`config.mk`:
```
export PLATFORM = sky130hd
export DESIGN_NAME = vga_fb_arbiter
export DESIGN_NICKNAME = d
export VERILOG_FILES = /design/src/rtl/vga_fb_arbiter.sv
export SDC_FILE = /design/constraint.sdc
export NUM_CORES = 1
export LEC_CHECK = 0
export CELL_PAD_IN_SITES_DETAIL_PLACEMENT = 0
export CELL_PAD_IN_SITES_GLOBAL_PLACEMENT = 1
export CORE_UTILIZATION = 34
export DETAILED_ROUTE_END_ITERATION = 7
export PLACE_DENSITY_LB_ADDON = 0.1
export SYNTH_ARGS = -nofsm -noshare
export SYNTH_HDL_FRONTEND = slang
export SYNTH_SLANG_ARGS = --single-unit
```
`constraint.sdc`:
```
create_clock -name PIXEL_CLK -period 3.7 [get_ports PIXEL_CLK]
set_clock_uncertainty 0.2 [all_clocks]
set_input_delay 0.74 -clock PIXEL_CLK [delete_from_list [all_inputs] [get_ports PIXEL_CLK]]
set_output_delay 0.74 -clock PIXEL_CLK [all_outputs]
set_load 0.005 [all_outputs]
```
`src/rtl/vga_fb_arbiter.sv`:
```
// Framebuffer RAM arbiter: scan-out prefetch (one slot per 8-pixel group) plus host writes, 1 bpp serialiser.
// Optional VGA_FB_BLANK_WRITE_EN restricts host writes to vertical blanking.
module vga_fb_arbiter #(
    parameter int RES_H  = 640,
    parameter int RES_V  = 480,
    parameter int ADDR_W = 16
) (
    input  logic              PIXEL_CLK,
    input  logic              RESET,
    input  logic [12:0]       locX,
    input  logic [12:0]       locY,
    input  logic              in_image,
    input  logic              wr_valid,
    output logic              wr_ready,
    input  logic [ADDR_W-1:0] wr_addr,
    input  logic [7:0]        wr_data,
    output logic              mem_en,
    output logic              mem_we,
    output logic [ADDR_W-1:0] mem_addr,
    output logic [7:0]        mem_wdata,
    input  logic [7:0]        mem_rdata,
    output logic              pix_out,
    output logic              pix_valid
);

    localparam int                W       = RES_H / 8;
    localparam logic [9:0]        LAST_G  = 10'(W - 1);
    localparam logic [12:0]       RES_H13 = 13'(RES_H);
    localparam logic [12:0]       RES_V13 = 13'(RES_V);
    localparam logic [13:0]       RES_V14 = 14'(RES_V);
    localparam logic [ADDR_W-1:0] W_A     = ADDR_W'(W);
    localparam logic [ADDR_W-1:0] ONE_A   = ADDR_W'(1);

    logic [9:0]        grp;
    logic [2:0]        phase;
    logic [13:0]       y_next;
    logic              fetch_slot;
    logic              last_grp;
    logic              fetch_rd;
    logic              wr_window;
    logic [ADDR_W-1:0] fetch_addr;
    logic [ADDR_W-1:0] line_base;
    logic [12:0]       y_prev;
    logic              rd_vld_p1;
    logic [7:0]        next_word;
    logic [7:0]        pix_sr;

    assign grp    = locX[12:3];
    assign phase  = locX[2:0];
    assign y_next = {1'b0, locY} + 14'd1;

    assign fetch_slot = (locX < RES_H13) && (phase == 3'd6);
    assign last_grp   = (grp == LAST_G);
    // The last group of every line (blank lines too) prefetches the first word of the following line.
    assign fetch_rd   = fetch_slot && (last_grp || (locY < RES_V13));

    always_comb begin
        fetch_addr = line_base + ADDR_W'(grp) + ONE_A;
        if (last_grp) begin
            fetch_addr = (y_next < RES_V14) ? (line_base + W_A) : '0;
        end
    end

`ifdef VGA_FB_BLANK_WRITE_EN
    assign wr_window = (locY >= RES_V13);
`else
    assign wr_window = 1'b1;
`endif

    always_comb begin
        wr_ready  = !fetch_rd && wr_window;
        mem_en    = 1'b0;
        mem_we    = 1'b0;
        mem_addr  = wr_addr;
        mem_wdata = wr_data;
        if (fetch_rd) begin
            mem_en   = 1'b1;
            mem_addr = fetch_addr;
        end else if (wr_ready && wr_valid) begin
            mem_en = 1'b1;
            mem_we = 1'b1;
        end
    end

    // Line base follows locY without a multiplier; left out of reset so it keeps tracking the scan through a mid-frame reset.
    always_ff @(posedge PIXEL_CLK) begin
        y_prev <= locY;
        if (locY == '0) begin
            line_base <= '0;
        end else if (locY != y_prev) begin
            line_base <= line_base + W_A;
        end
    end

    // Stage p1: capture fetched word; serialise on group boundaries.
    always_ff @(posedge PIXEL_CLK or posedge RESET) begin
        if (RESET) begin
            rd_vld_p1 <= 1'b0;
            next_word <= 8'h00;
            pix_sr    <= 8'h00;
            pix_out   <= 1'b0;
            pix_valid <= 1'b0;
        end else begin
            rd_vld_p1 <= fetch_rd;
            if (rd_vld_p1) begin
                next_word <= mem_rdata;
            end
            pix_valid <= in_image;
            if (in_image && (phase == 3'd0)) begin
                pix_sr  <= next_word;
                pix_out <= next_word[7];
            end else if (in_image) begin
                pix_sr  <= {pix_sr[6:0], 1'b0};
                pix_out <= pix_sr[6];
            end else begin
                pix_out <= 1'b0;
            end
        end
    end

endmodule

```
==> summary.txt, run 1 <==
Synthesis
  • Synth Cell Area: 2700 sq um
  • Area share of the leading cell type in the synthesized netlist: a little under a fifth
  • Post-synth net total: between 300 and 400
  • Yosys cell types: 55
  • EDFF count, synth: 0
  • Ys flop type: dfxtp_1
  • Mapped Cells: around 300
  • Syn_area_per_cell: 8.88 sq um
  • Yosys top cell by area: dfxtp_1
  • Synth async-reset ratio: a little over two fifths
  • Largest cells by area after synthesis: dfxtp_1, dfrtp_1, xnor2_1, a21oi_1, nor2_1
  • Synth Register Bits: between 40 and 50
  • Syn. warnings: 0
  • Post-synthesis sequential area ratio: a little over a third

Critical path
  • Startpoint types: input port
  • Worst reg2reg setup slack: 1430 ps
  • Worst Path Max Fanout: 2
  • Worst R2R End: line_base[14]
  • Register-to-Register Path Depth: 7
  • FF-to-FF Start: line_base[4]
  • CP cell instances: clkdlybuf4s15_1 -> buf_4 -> nor2_2 -> nand4_1 -> buf_4 -> or2_1 -> buf_4 -> o31ai_4 -> a21oi_2 -> a211oi_2 -> buf_2
  • CP startpoint: locX[8]
  • Most frequent CP cell: buf_4
  • Endpoint class of the critical path: primary output
  • CP Data Required Time: 2760 ps
  • WP data arrival: between 2000 and 3000 ps
  • Setup crit end: mem_addr[11]
  • Crit path max-delay cell type: a211oi_2
  • CP peak stage delay: 270 ps
  • Critical path class: input port to primary output

Routing
  • Via count: 2766
  • Initial DRT Pass Iterations: 4
  • Post-route DRC violation count: 0
  • Initial drt markers: between 90 and 100
  • Total Routed Length: 7.99 mm
  • DR vias/cell: approximately 5.1
  • Post-DRT Antenna Nets: 0
  • Post-DR wirelength/cell: between 10 and 15 um

STA
  • Rel. slew slack: between 50% and 60%
  • Unrepaired setup endpoints after global routing: false
  • Fin crit share: between 90% and 100%
  • Final setup viols: 0
  • Actual slew at the worst max-slew pin: ~700 ps
  • FMAX: about 0.27 GHz
  • Final Hold Fails: 0
  • Final worst slack: 62.0 ps
  • Final Slew Violations: 0
  • TNS Setup: 0 ps
  • Crit path time final: 3640 ps

Clocking
  • Num CTS Buffers: 5
  • H-tree levels: 2
  • Root Buffer: clkbuf_8
  • CTS max path bufs: 2
  • Worst skew pair latency: 300 ps
  • CTS tree: yes
  • CTS Hold Bufs: 0
  • CTS clk-pin slew, worst paths: roughly 90 ps
  • Clock Sinks: 43

Floorplanning
  • # rows: 32
  • Core Area: roughly 7700 sq um
  • IO Pins: 91
  • Die H: around 91 um
  • Starting density of the core: a little over a third
  • Die Span X: between 90 and 100 um
  • Die area: around 8300 sq um

Pwr
  • Peak supply drop: ~0.00023 V
  • Leak pwr: roughly 0.0017 uW
  • Pwr/cell area: approximately 430 nW/um^2
  • Pwr Total: approximately 1900 uW

Cells and area
  • Design Area, Final: about 4300 sq um
  • Share of layout cells above drive strength 1: between 30% and 40%
  • Final core utilization: about 56%
  • # diodes: 0
  • Final-stage net count: 509
  • Layout area overhead: 60.7%

Placed design
  • Placed instance area: just under 4000 sq um
  • Worst slack at placement: -664 ps
  • PortBufs: 74
  • Hpwl dp: slightly below 6 mm
  • Routability cong.: slightly above 0.8

Run status
  • Status: complete, no violations

Global route
  • Vias in the first global route: 2792
  • GR Util All Layers: about a fifth
  • First-pass GRT wire length: between 10 and 15 mm
  • Initial antenna violation count: 0
  • Grt ovf: 0
  • Largest net degree at the start of global routing: 23

Job
  • Max-cap violations: 0

Hold path
  • HP Class: flip-flop to flip-flop
  • Worst hold start: next_word[0]
-- critical path: cells and delay by family --
family | cells | cell delay [ps]
AO/OA/AOI/OAI | 3 | 550
buffers and inverters | 5 | 900
AND/OR/NAND/NOR | 3 | 500
-- area by class of cell --
class	count	area, sq um
Multi-Input combinational cell	235	1890
Clock inverter	2	11.3
Tap cell	102	128
Clock buffer	6	72.6
Sequential cell	43	951
Inverter	5	21.3
Fill cell	726	3350
Timing Repair Buffer	149	1260
-- synthesized netlist by cell type (all sizes together), types with 2 or more instances --
cell	instances
o211ai	3
nand4	9
o21a	3
xor2	10
a21oi	28
o21ai	20
nand2	17
mux2i	6
dfxtp	25
nor4	9
or4	4
a31oi	2
a41oi	2
or3	8
xnor2	21
buf	15
nor3	2
and3	3
nor2b	2
a211oi	2
inv	4
dfrtp	18
mux2	9
clkbuf	6
nand3	4
ha	8
a221oi	6
o31ai	7
nor2	34
-- cell families after synthesis --
logic type | after synthesis | share of synthesized area, %
simple gates | 98 | 18.6
compound gates | 83 | 21.0
flops | 43 | 35.2
xor+xnor | 31 | 10.1
buf+inv | 26 | 5.38
mux | 15 | 5.98
fa+ha+maj | 8 | 3.71
-- routing by layer --
layer,global-route usage (%),wire [um],up-vias
li1,-,-,1389
met1,27.6,3870,1305
met2,33.1,3700,66
met3,4.02,374,6
met4,4.37,54,0
met5,0,0,-
-- placed cells by master (no fill, tap or decap), types with 2 or more instances in the layout --
cell / netlist / final
ha_4: 0 / 7
o31ai_1: 5 / 5
or3_1: 8 / 8
nor2b_1: 2 / 2
and3_1: 3 / 2
buf_6: 1 / 4
nor2_2: 0 / 2
inv_1: 4 / 4
nand2_1: 17 / 17
clkdlybuf4s50_1: 0 / 43
o211ai_1: 3 / 3
a21oi_1: 27 / 24
nor2_1: 34 / 32
nor4_1: 7 / 3
a211oi_2: 0 / 2
dfxtp_1: 25 / 25
dlymetal6s2s_1: 0 / 2
o21a_1: 3 / 3
xnor2_1: 21 / 20
o21ai_1: 2 / 3
mux2_2: 9 / 9
buf_4: 9 / 70
or4_1: 4 / 4
dfrtp_1: 18 / 18
xor2_1: 10 / 10
a21oi_2: 1 / 4
mux2i_1: 6 / 6
nand4_1: 9 / 9
nand3_1: 4 / 4
dlygate4sd2_1: 0 / 19
o31ai_4: 1 / 2
a221oi_2: 0 / 5
clkbuf_2: 1 / 5
buf_2: 4 / 4
nor4_2: 2 / 4
o21ai_0: 18 / 17
inv_4: 0 / 2
clkbuf_8: 0 / 5
nor4_4: 0 / 2
-- where the power goes --
group	switching (uW)	internal (uW)	total (uW)
clock network	168	133	301
logic	428	485	913
registers	129	532	661
total	725	1150	1870
-- sequential cells by signal, summed over array words and instances, names as in the netlist --
register   count
line_base     12
next_word      8
pix_out        1
pix_sr         7
pix_valid      1
rd_vld_p1      1
y_prev        13
-- metrics by stage --
stage | std cells | hold WS, ps
floorplan | 304 | 246
global placement | 516 | 268
detailed placement | 516 | 266
CTS | 539 | 272
global route | 542 | 294
finish | 542 | 267
-- timing repair --
action / CTS / global route
setup endpoints to repair: 19 / 13
cloned: 0 / 0
pin swaps: 23 / 20
gates resized for setup: 71 / 30
buffers inserted: 15 / 3
-- how the worst min path moves through the flow --
| stage | endpoint | slack (ps) | cells after the start |
|---|---|---|---|
| final | pix_sr[0] | 270 | 2 |
| after global routing | pix_sr[0] | 290 | 2 |
| after CTS | pix_sr[0] | 270 | 2 |
| after detailed placement | pix_sr[0] | 270 | 2 |
| after global placement | pix_sr[0] | 270 | 2 |
| after floorplan | pix_out | 250 | 2 |
Note: power is estimated with default switching activity, not from simulation.
==> inputs of run 2 (changes only) <==
--- a/config.mk
+++ b/config.mk
@@ -5,10 +5,12 @@
 export SDC_FILE = /design/constraint.sdc
 export NUM_CORES = 1
 export LEC_CHECK = 0
+export ABC_AREA = 1
 export CELL_PAD_IN_SITES_DETAIL_PLACEMENT = 0
 export CELL_PAD_IN_SITES_GLOBAL_PLACEMENT = 1
-export CORE_UTILIZATION = 34
+export CORE_UTILIZATION = 33
 export DETAILED_ROUTE_END_ITERATION = 7
+export HOLD_SLACK_MARGIN = 0.08
 export PLACE_DENSITY_LB_ADDON = 0.1
 export SYNTH_ARGS = -nofsm -noshare
 export SYNTH_HDL_FRONTEND = slang
==> summary.txt, run 2 <==
Cells and area
  • Top flop regs: y_prev (13), line_base (12), next_word (8)
  • Final-stage net count: 650
  • Most common cell after layout, fill and taps aside: nand2_1
  • Multi-input gate area: between 1500 and 2000 sq um
  • # diodes: 0
  • Register Area: 951 sq um
  • Commonest non-fill, non-tap cells in the layout: nand2_1, inv_1, nor2_1
  • Largest register FFs: 13
  • Final core utilization: between 50 and 60%
  • Most flop-heavy register: y_prev
  • Share of layout cells above drive strength 1: around 16%
  • Fillcell total: between 900 and 1000
  • Layout area overhead: 45.1%

Clocking
  • CTS clk-pin slew, worst paths: roughly 80 ps
  • CTS max path bufs: 2
  • CTS Hold Bufs: 0
  • Worst skew pair latency: 300 ps
  • Num CTS Buffers: 5
  • H-tree levels: 2
  • Clock Sinks: 43
  • CTS tree: yes
  • Root Buffer: clkbuf_8

Critical path
  • CP peak stage delay: 520 ps
  • WP data arrival: roughly 2800 ps
  • Crit path max-delay cell type: clkdlybuf4s50_1
  • Worst path top cell family by delay: buffers and inverters
  • Crit path buffers/inverters: 3
  • Startpoint types: input port
  • CP Data Required Time: roughly 2800 ps
  • Register-to-Register Path Depth: 9
  • Critical path class: input port to primary output
  • Number of stages on the worst setup path: 10
  • Worst Path Max Fanout: 6
  • CP cell instances: clkdlybuf4s50_1 -> ha_2 -> nand2_2 -> nor2_4 -> nand3_4 -> nor2_2 -> buf_6 -> a21oi_1 -> a21oi_1 -> clkdlybuf4s50_1
  • Endpoint class of the critical path: primary output

Synthesis
  • Ys flop type: dfxtp_1
  • Mapped Cells: roughly 470
  • Largest cells by area after synthesis: nand2_1, dfxtp_1, dfrtp_1, nor2_1, inv_1
  • Post-synthesis sequential area ratio: a little under a third
  • Post-synth net total: around 540
  • Syn_area_per_cell: 6.46 sq um
  • Top-count cell post-synth: nand2_1
  • Area share of the leading cell type in the synthesized netlist: roughly 17%
  • Synth Register Bits: 43
  • Yosys top cell by area: nand2_1
  • Syn. warnings: 0
  • EDFF count, synth: 0
  • Synth Cell Area: approximately 3100 sq um
  • Commonest cells in the netlist: nand2_1, nor2_1, inv_1
  • Synth async-reset ratio: 41.9%
  • Yosys cell types: 33

Floorplanning
  • Die Span X: just under 100 um
  • Die area: about 9700 sq um
  • Core Area: around 8800 sq um
  • IO Pins: 91
  • Die H: approximately 98 um
  • # rows: 34
  • Starting density of the core: roughly 35%

Global route
  • GR Util All Layers: a little under a fifth
  • Grt ovf: 0
  • Largest net degree at the start of global routing: 19
  • First-pass GRT wire length: 14.7 mm
  • Initial antenna violation count: 0
  • Vias in the first global route: between 3000 and 4000

Routing
  • Initial DRT Pass Iterations: 8
  • Total Routed Length: ~8.7 mm
  • Post-route DRC violation count: 8
  • Initial drt markers: 107
  • Via count: between 3000 and 4000
  • Post-DRT Antenna Nets: 0
  • Post-DR wirelength/cell: around 13 um
  • DR vias/cell: 4.62

Placed design
  • Hpwl dp: 6.85 mm
  • Routability cong.: ~0.85
  • PortBufs: 74

Run status
  • Failing checks: DRC
  • Status: finished, violations left

Job
  • Max-cap violations: 0

STA
  • Final Slew Violations: 0
  • TNS Setup: 0 ps
  • Unrepaired setup endpoints after global routing: true
  • Final Hold Fails: 0
  • Actual slew at the worst max-slew pin: 657 ps
  • Rel. slew slack: around 56%
  • Fin crit share: 99.9%
  • Final setup viols: 0
  • FMAX: roughly 0.27 GHz
  • Crit path time final: roughly 3700 ps

Pwr
  • Pwr/cell area: approximately 420 nW/um^2
  • Peak supply drop: 0.000265 V
  • Leak pwr: around 0.0022 uW

Hold path
  • HP Class: flip-flop to flip-flop
  • Hold depth: 1
-- run 2: cell count changes in the layout (fill, tap and decap cells not counted), sizes merged, moves of 8 or more --
cell | previous run | this run
nor4 | 9 | 1
inv | 6 | 59
nand2 | 17 | 141
dlygate4sd2 | 19 | 10
clkdlybuf4s50 | 43 | 58
xnor2 | 21 | 9
nor2 | 34 | 69
buf | 79 | 43
nand3 | 4 | 32
or3 | 8 | 0
-- run 2: path summary, 6_finish.rpt --
kind	from	endpoint	slack, ps
min in group asynchronous	RESET	next_word[4]	630
worst min register to register	next_word[6]	next_word[6]	310
worst max register to register	line_base[4]	line_base[10]	1850
worst max-delay path	locX[3]	mem_addr[14]	5
worst min-delay path	next_word[6]	next_word[6]	310
max in group asynchronous	RESET	pix_sr[6]	2250
-- run 2: layer usage --
| metal | wire length, um | vias to the layer above | GRT usage (%) |
|---|---|---|---|
| met2 | 4040 | 73 | 32.6 |
| met5 | 0 | - | 0 |
| met1 | 4170 | 1388 | 25.0 |
| met3 | 451 | 6 | 3.29 |
| li1 | - | 1715 | - |
| met4 | 53 | 0 | 3.33 |
-- run 2: final cells by class --
type	instances	share of cell area (%)
Clock buffer	6	1.86
Multi-Input combinational cell	352	43.2
Timing Repair Buffer	117	24.1
Tap cell	108	3.05
Timing Repair inverter	1	0.367
Inverter	60	5.19
Sequential cell	43	21.4
Clock inverter	2	0.790
-- run 2: kinds of logic after synthesis --
kind of cell,share of synthesized area (%)
muxes,2.21
xor gates and xnor gates,4.87
buffers and inverters,11.3
AOI/OAI and AO/OA,9.70
DFF,31.1
and+or+nand+nor,37.6
adders and majority gates,3.27
-- run 2: where the power goes --
part           switching [uW]  leakage (uW)  internal, uW
clock network             162     0.0000612           218
logic                     473       0.00173           379
registers                 102      0.000440           541
total                     738       0.00223          1140
-- run 2: timing repair --
action                     CTS  global route
buffers inserted             3             3
gates resized for setup     39            14
cloned                       1             0
setup endpoints to repair   16            12
pin swaps                    5             2
-- run 2: stage by stage --
stage | instances | area [sq um] | setup WS [ps] | power (uW) | hold slack (ps)
floorplan | 473 | 3060 | 973 | 1160 | 280
global placement | 674 | 4090 | -122 | 1430 | 294
detailed placement | 674 | 4090 | -138 | 1440 | 301
CTS | 686 | 4380 | -19.6 | 1880 | 320
global route | 689 | 4430 | -101 | 2050 | 339
finish | 689 | 4430 | 5.16 | 1880 | 315
==> inputs of run 3 (changes only) <==
--- a/config.mk
+++ b/config.mk
@@ -8,8 +8,9 @@
 export ABC_AREA = 1
 export CELL_PAD_IN_SITES_DETAIL_PLACEMENT = 0
 export CELL_PAD_IN_SITES_GLOBAL_PLACEMENT = 1
-export CORE_UTILIZATION = 33
+export CORE_UTILIZATION = 35
 export DETAILED_ROUTE_END_ITERATION = 7
+export DONT_BUFFER_PORTS = 1
 export HOLD_SLACK_MARGIN = 0.08
 export PLACE_DENSITY_LB_ADDON = 0.1
 export SYNTH_ARGS = -nofsm -noshare
==> constraint.sdc (replaced) <==
create_clock -name PIXEL_CLK -period 3.7 [get_ports PIXEL_CLK]
set_clock_uncertainty 0.2 [all_clocks]
set_input_delay 0.74 -clock PIXEL_CLK [delete_from_list [all_inputs] [get_ports PIXEL_CLK]]
set_output_delay 0.74 -clock PIXEL_CLK [all_outputs]
set_load 0.01 [all_outputs]
==> summary.txt, run 3 (synthesis gave the netlist of run 2 again) <==
Critical path
  • CP Data Required Time: roughly 2800 ps
  • Endpoint class of the critical path: primary output
  • WP data arrival: between 2000 and 2500 ps
  • CP startpoint: locX[3]
  • Worst Path Max Fanout: 11
  • Setup crit end: mem_addr[12]
  • Worst reg2reg setup slack: about 1900 ps
  • Startpoint types: input port
  • Critical path class: input port to primary output
  • Worst R2R End: line_base[10]
  • FF-to-FF Start: line_base[4]
  • Register-to-Register Path Depth: 9

Clocking
  • Num CTS Buffers: 5
  • CTS clk-pin slew, worst paths: 80 ps
  • H-tree levels: 2
  • Clock Sinks: 43
  • Worst skew pair latency: between 200 and 300 ps
  • CTS max path bufs: 2
  • Post-CTS Setup Bufs: 0
  • Post_cts resized: 0
  • CTS Hold Bufs: 0
  • CTS tree: yes
  • Root Buffer: clkbuf_8

STA
  • Final Hold Fails: 0
  • Fin crit share: 89.0%
  • Final Slew Violations: 0
  • Final worst slack: ~410 ps
  • Actual slew at the worst max-slew pin: between 700 and 800 ps
  • FMAX: 0.304 GHz
  • Final setup viols: 0
  • Unrepaired setup endpoints after global routing: false
  • Crit path time final: 3290 ps
  • Rel. slew slack: about 53%
  • TNS Setup: 0 ps

Pwr
  • Sequential share of power: between 30% and 40%
  • Internal Power: 957 uW
  • Clock network power share: slightly above 20%
  • Peak supply drop: between 0.00015 and 0.0002 V
  • P_sw: around 690 uW
  • Switch share: 41.8%
  • Pwr Total: around 1600 uW
  • Logic pwr share: about two fifths
  • Leak pwr: roughly 0.0017 uW
  • Pwr/cell area: ~510 nW/um^2

Placed design
  • Placed instance area: ~3100 sq um
  • Worst slack at placement: 434 ps
  • PortBufs: 0
  • Routability cong.: roughly 0.79
  • Hpwl dp: ~6.4 mm

Global route
  • GR Util All Layers: between 15 and 20%
  • First-pass GRT wire length: around 12 mm
  • Grt ovf: 0
  • Vias in the first global route: ~2600
  • Initial antenna violation count: 0
  • Largest net degree at the start of global routing: 19

Cells and area
  • # diodes: 0
  • Most flop-heavy register: y_prev
  • Most common cell after layout, fill and taps aside: nand2_1
  • Fillcell total: around 950
  • Final-stage net count: ~530
  • Design Area, Final: between 3000 and 4000 sq um
  • Layout area overhead: 4.38%
  • Share of layout cells above drive strength 1: around 6.5%
  • Top flop regs: y_prev (13), line_base (12), next_word (8)
  • Largest register FFs: 13
  • Commonest non-fill, non-tap cells in the layout: nand2_1, nor2_1, inv_1

Floorplanning
  • Die area: a little over 9000 sq um
  • Starting density of the core: a little over a third
  • IO Pins: 91
  • # rows: 33
  • Core Area: 8340 sq um
  • Die Span X: 95.5 um
  • Die H: 95.5 um

Routing
  • Met2 Routed Length: roughly 3.6 mm
  • Post-DR wirelength/cell: around 14 um
  • Via count: around 2800
  • Initial drt markers: 94
  • Met1 Wirelength: about 3.8 mm
  • DR top layer: met4
  • Post-DRT Antenna Nets: 0
  • Post-route DRC violation count: 0
  • Met3 routed WL: 396 um
  • Total Routed Length: ~7.8 mm
  • DR vias/cell: approximately 4.9
  • Initial DRT Pass Iterations: 5

Job
  • Max-cap violations: 0

Hold path
  • HP Class: input port to asynchronous set/reset pin

Run status
  • Status: complete, no violations
## run 3: routing by layer
layer,up-vias,track usage [%]
met5,-,0
met4,0,2.86
met3,2,3.59
met2,61,30.5
met1,1269,23.3
li1,1477,-
## run 3: how the worst min path moves through the flow
stage | endpoint | slack [ps] | depth (start not counted)
after global routing | y_prev[3] | 240 | 0
after global placement | next_word[2] | 290 | 1
after detailed placement | next_word[6] | 300 | 1
after CTS | pix_valid | 240 | 1
final | pix_valid | 230 | 1
after floorplan | pix_out | 280 | 2
## run 3: final cells by class
type | count | area, sq um | area share [%]
multi-input cells | 352 | 1760 | 55.2
flip-flops and latches | 43 | 951 | 29.8
inverters | 60 | 226 | 7.10
well taps | 105 | 131 | 4.12
clock buffers | 7 | 97.6 | 3.06
repair buffers | 2 | 15.0 | 0.471
clock inverters | 1 | 7.51 | 0.235
## run 3: power groups by stage
stage	Sequential [uW]	Clock [uW]	Combinational, uW
floorplan	600	0	566
global placement	642	0	680
detailed placement	641	0	676
CTS	631	350	679
global route	642	373	784
finish	629	340	674
## run 3: per-stage QoR
stage / hold slack, ps / util (%) / std cells
2_1_floorplan: 280 / - / 473
3_3_place_gp: 295 / 37.0 / 562
3_5_place_dp: 299 / 37.0 / 562
4_1_cts: 243 / 38.3 / 570
5_1_grt: 240 / 38.3 / 570
6_report: 227 / 38.3 / 570
## run 3: worst max-delay path, stage by stage
cell and delay (ps):
ha_1 210, nand2_2 100, nor2_4 150, nand3_4 120, buf_4 210, nor2_1 400, a21oi_1 140, a21oi_1 290
==> edit: new RTL, config.mk and constraints of run 1 <==
Build with the macro `VGA_FB_BLANK_WRITE_EN` defined.
--- a/src/rtl/vga_fb_arbiter.sv
+++ b/src/rtl/vga_fb_arbiter.sv
@@ -1,4 +1,6 @@
 // Framebuffer RAM arbiter: scan-out prefetch (one slot per 8-pixel group) plus host writes, 1 bpp serialiser.
 // Optional VGA_FB_BLANK_WRITE_EN restricts host writes to vertical blanking.
+`define VGA_FB_BLANK_WRITE_EN
+
 module vga_fb_arbiter #(
     parameter int RES_H  = 640,
Formal check against the unedited RTL: not equivalent (Yosys sat finds a counterexample within 4 cycles, from zero or initial values and one cycle with RESET high).
==> edit against run 1 <==
- sequential cell count unchanged
- first-iteration DRC count is 29% lower
- core utilization shrank 1.5 points
- synthesized cell count shrank 1.6%
- clock power decreased by 2%
- area after synthesis rose by 3.1%
- wire length fell by 7.5%
- worst setup slack better by 33 ps
- hold slack improved by 28 ps
- design area fell by 1.1%
- power fell by 3.6%
- largest cell class unchanged
==> edit: results (changes against run 1) <==
CP max FO 8 (was 2); vias in the first global route 2580 (was 2792); slew margin rel. 54.8% (was 53.5%); syn_nets 369 (was 374); GRT Total Usage 18.6% (was 20.2%); Peak VDD IR 0.000220 V (was 0.000228 V); Slowest cell on crit path clkdlybuf4s50_1 (was a211oi_2); routed len/inst 13.8 µm (was 14.7 µm); register area share after synthesis 34.2% (was 35.2%); largest net degree at the start of global routing 19 (was 23); critical path's largest stage delay 530 ps (was 270 ps); WP data arrival 2670 ps (was 2700 ps); initial DRC count 65 (was 92); Compound-Gate Fraction of Synth Area 18.9% (was 21.0%); RePlAce Congestion 0.773 (was 0.829); ranking of synthesized cells by area dfxtp_1 (18%), dfrtp_1 (16%), xnor2_1 (8.8%), xor2_1 (5.7%), nor2_1 (5.4%) (was dfxtp_1 (19%), dfrtp_1 (17%), xnor2_1 (6.8%), a21oi_1 (5.0%), nor2_1 (4.7%)); vias per std cell 4.84 (was 5.10); FILL cells 759 (was 726); first-pass GRT wire length 12.3 mm (was 13.7 mm); share of layout cells above drive strength 1 31.2% (was 32.3%); detailed placement HPWL 5.71 mm (was 5.79 mm); xor/xnor share of the synthesized area 14.5% (was 10.1%); initial antenna violation count 0 (unchanged); Placed Cells 511 (was 516); top cells by count, synth nor2_1 (40), xnor2_1 (28), dfxtp_1 (25), nand2_1 (23) (was nor2_1 (34), a21oi_1 (27), dfxtp_1 (25), xnor2_1 (21)); Syn Inst Count 299 (was 304); Cell Count, Final, Fillers Out 535 (was 542); worst hold path class flop to flop (unchanged); DP Area 0.00395 mm² (was 0.00388 mm²); status finished clean (unchanged)
## edit: cell count changes in the layout (fill, tap and decap cells not counted), sizes merged, moves of 4 or more
cell          before  now
or3                8    0
nand2             17   24
nor4               9    3
nand3              4    8
o21ai             20   11
o31ai              7    3
a211oi             2    6
xor2              10   18
xnor2             21   28
nor2              34   41
a22oi              0    4
a21oi             28   17
dlymetal6s2s       2    6
nand4              9    4
## edit: cells by family (layout without fill, tap and decap cells)
kind of cell,Yosys count,after routing
XOR/XNOR,46,46
multiplexers,13,13
buffers and inverters,27,161
adder cells (fa/ha/maj),8,8
AND/OR/NAND/NOR,97,97
flip-flops,43,43
AO/OA/AOI/OAI,65,65
## edit: final timing paths
path,from,endpoint,slack (ps),depth (start not counted)
setup / recovery,locX[3],mem_addr[0],90,8
hold / removal,next_word[7]$_DFFE_PP0P_,pix_out$_DFF_PP0_,300,2
hold reg to reg,next_word[7]$_DFFE_PP0P_,pix_out$_DFF_PP0_,300,2
max in group asynchronous,RESET,next_word[4]$_DFFE_PP0P_,2230,2
min in group asynchronous,RESET,next_word[0]$_DFFE_PP0P_,640,2
setup reg to reg,line_base[4]$_SDFFE_PN0P_,line_base[12]$_SDFFE_PN0P_,1770,5
## edit: area by class of cell
class / count / area, µm² / share of cell area (%)
clock buffers: 6 / 72.6 / 1.69
clock inverters: 2 / 13.8 / 0.321
inverters: 7 / 28.8 / 0.671
multi-input cells: 229 / 1830 / 42.7
flip-flops and latches: 43 / 951 / 22.2
well taps: 102 / 128 / 2.97
repair buffers: 146 / 1260 / 29.5
## edit: what timing repair did
item,in CTS,in global routing
setup buffers,13,4
endpoints found under the setup margin,19,15
pin swaps,21,10
gates resized for setup,62,15
## edit: critical path, delay by kind of cell
| family | cells | cell delay (ps) |
|---|---|---|
| AO/OA/AOI/OAI | 2 | 360 |
| adder cells (fa/ha/maj) | 1 | 210 |
| buffers and inverters | 3 | 940 |
| AND/OR/NAND/NOR | 2 | 400 |
## edit: layer usage
| layer | part of all wire, % | vias up | global-route usage, % |
|---|---|---|---|
| li1 | - | 1321 | - |
| met1 | 48 | 1198 | 24.6 |
| met2 | 45 | 62 | 30.2 |
| met3 | 5.1 | 10 | 3.86 |
| met4 | 1.3 | 0 | 5.47 |
| met5 | 0 | - | 0 |
## edit: power by group
part           leakage [nW]  switching, W  internal, W
Combinational          1.38      0.000408     0.000474
Clock                0.0452      0.000162     0.000133
Sequential            0.442     0.0000947     0.000536
## edit: through the flow
step,total power [W],setup slack (ps)
2_1_floorplan,0.00113,501
3_3_place_gp,0.00141,-552
3_5_place_dp,0.00142,-540
4_1_cts,0.00182,3.34
5_1_grt,0.00194,-6.53
6_report,0.00181,94.7
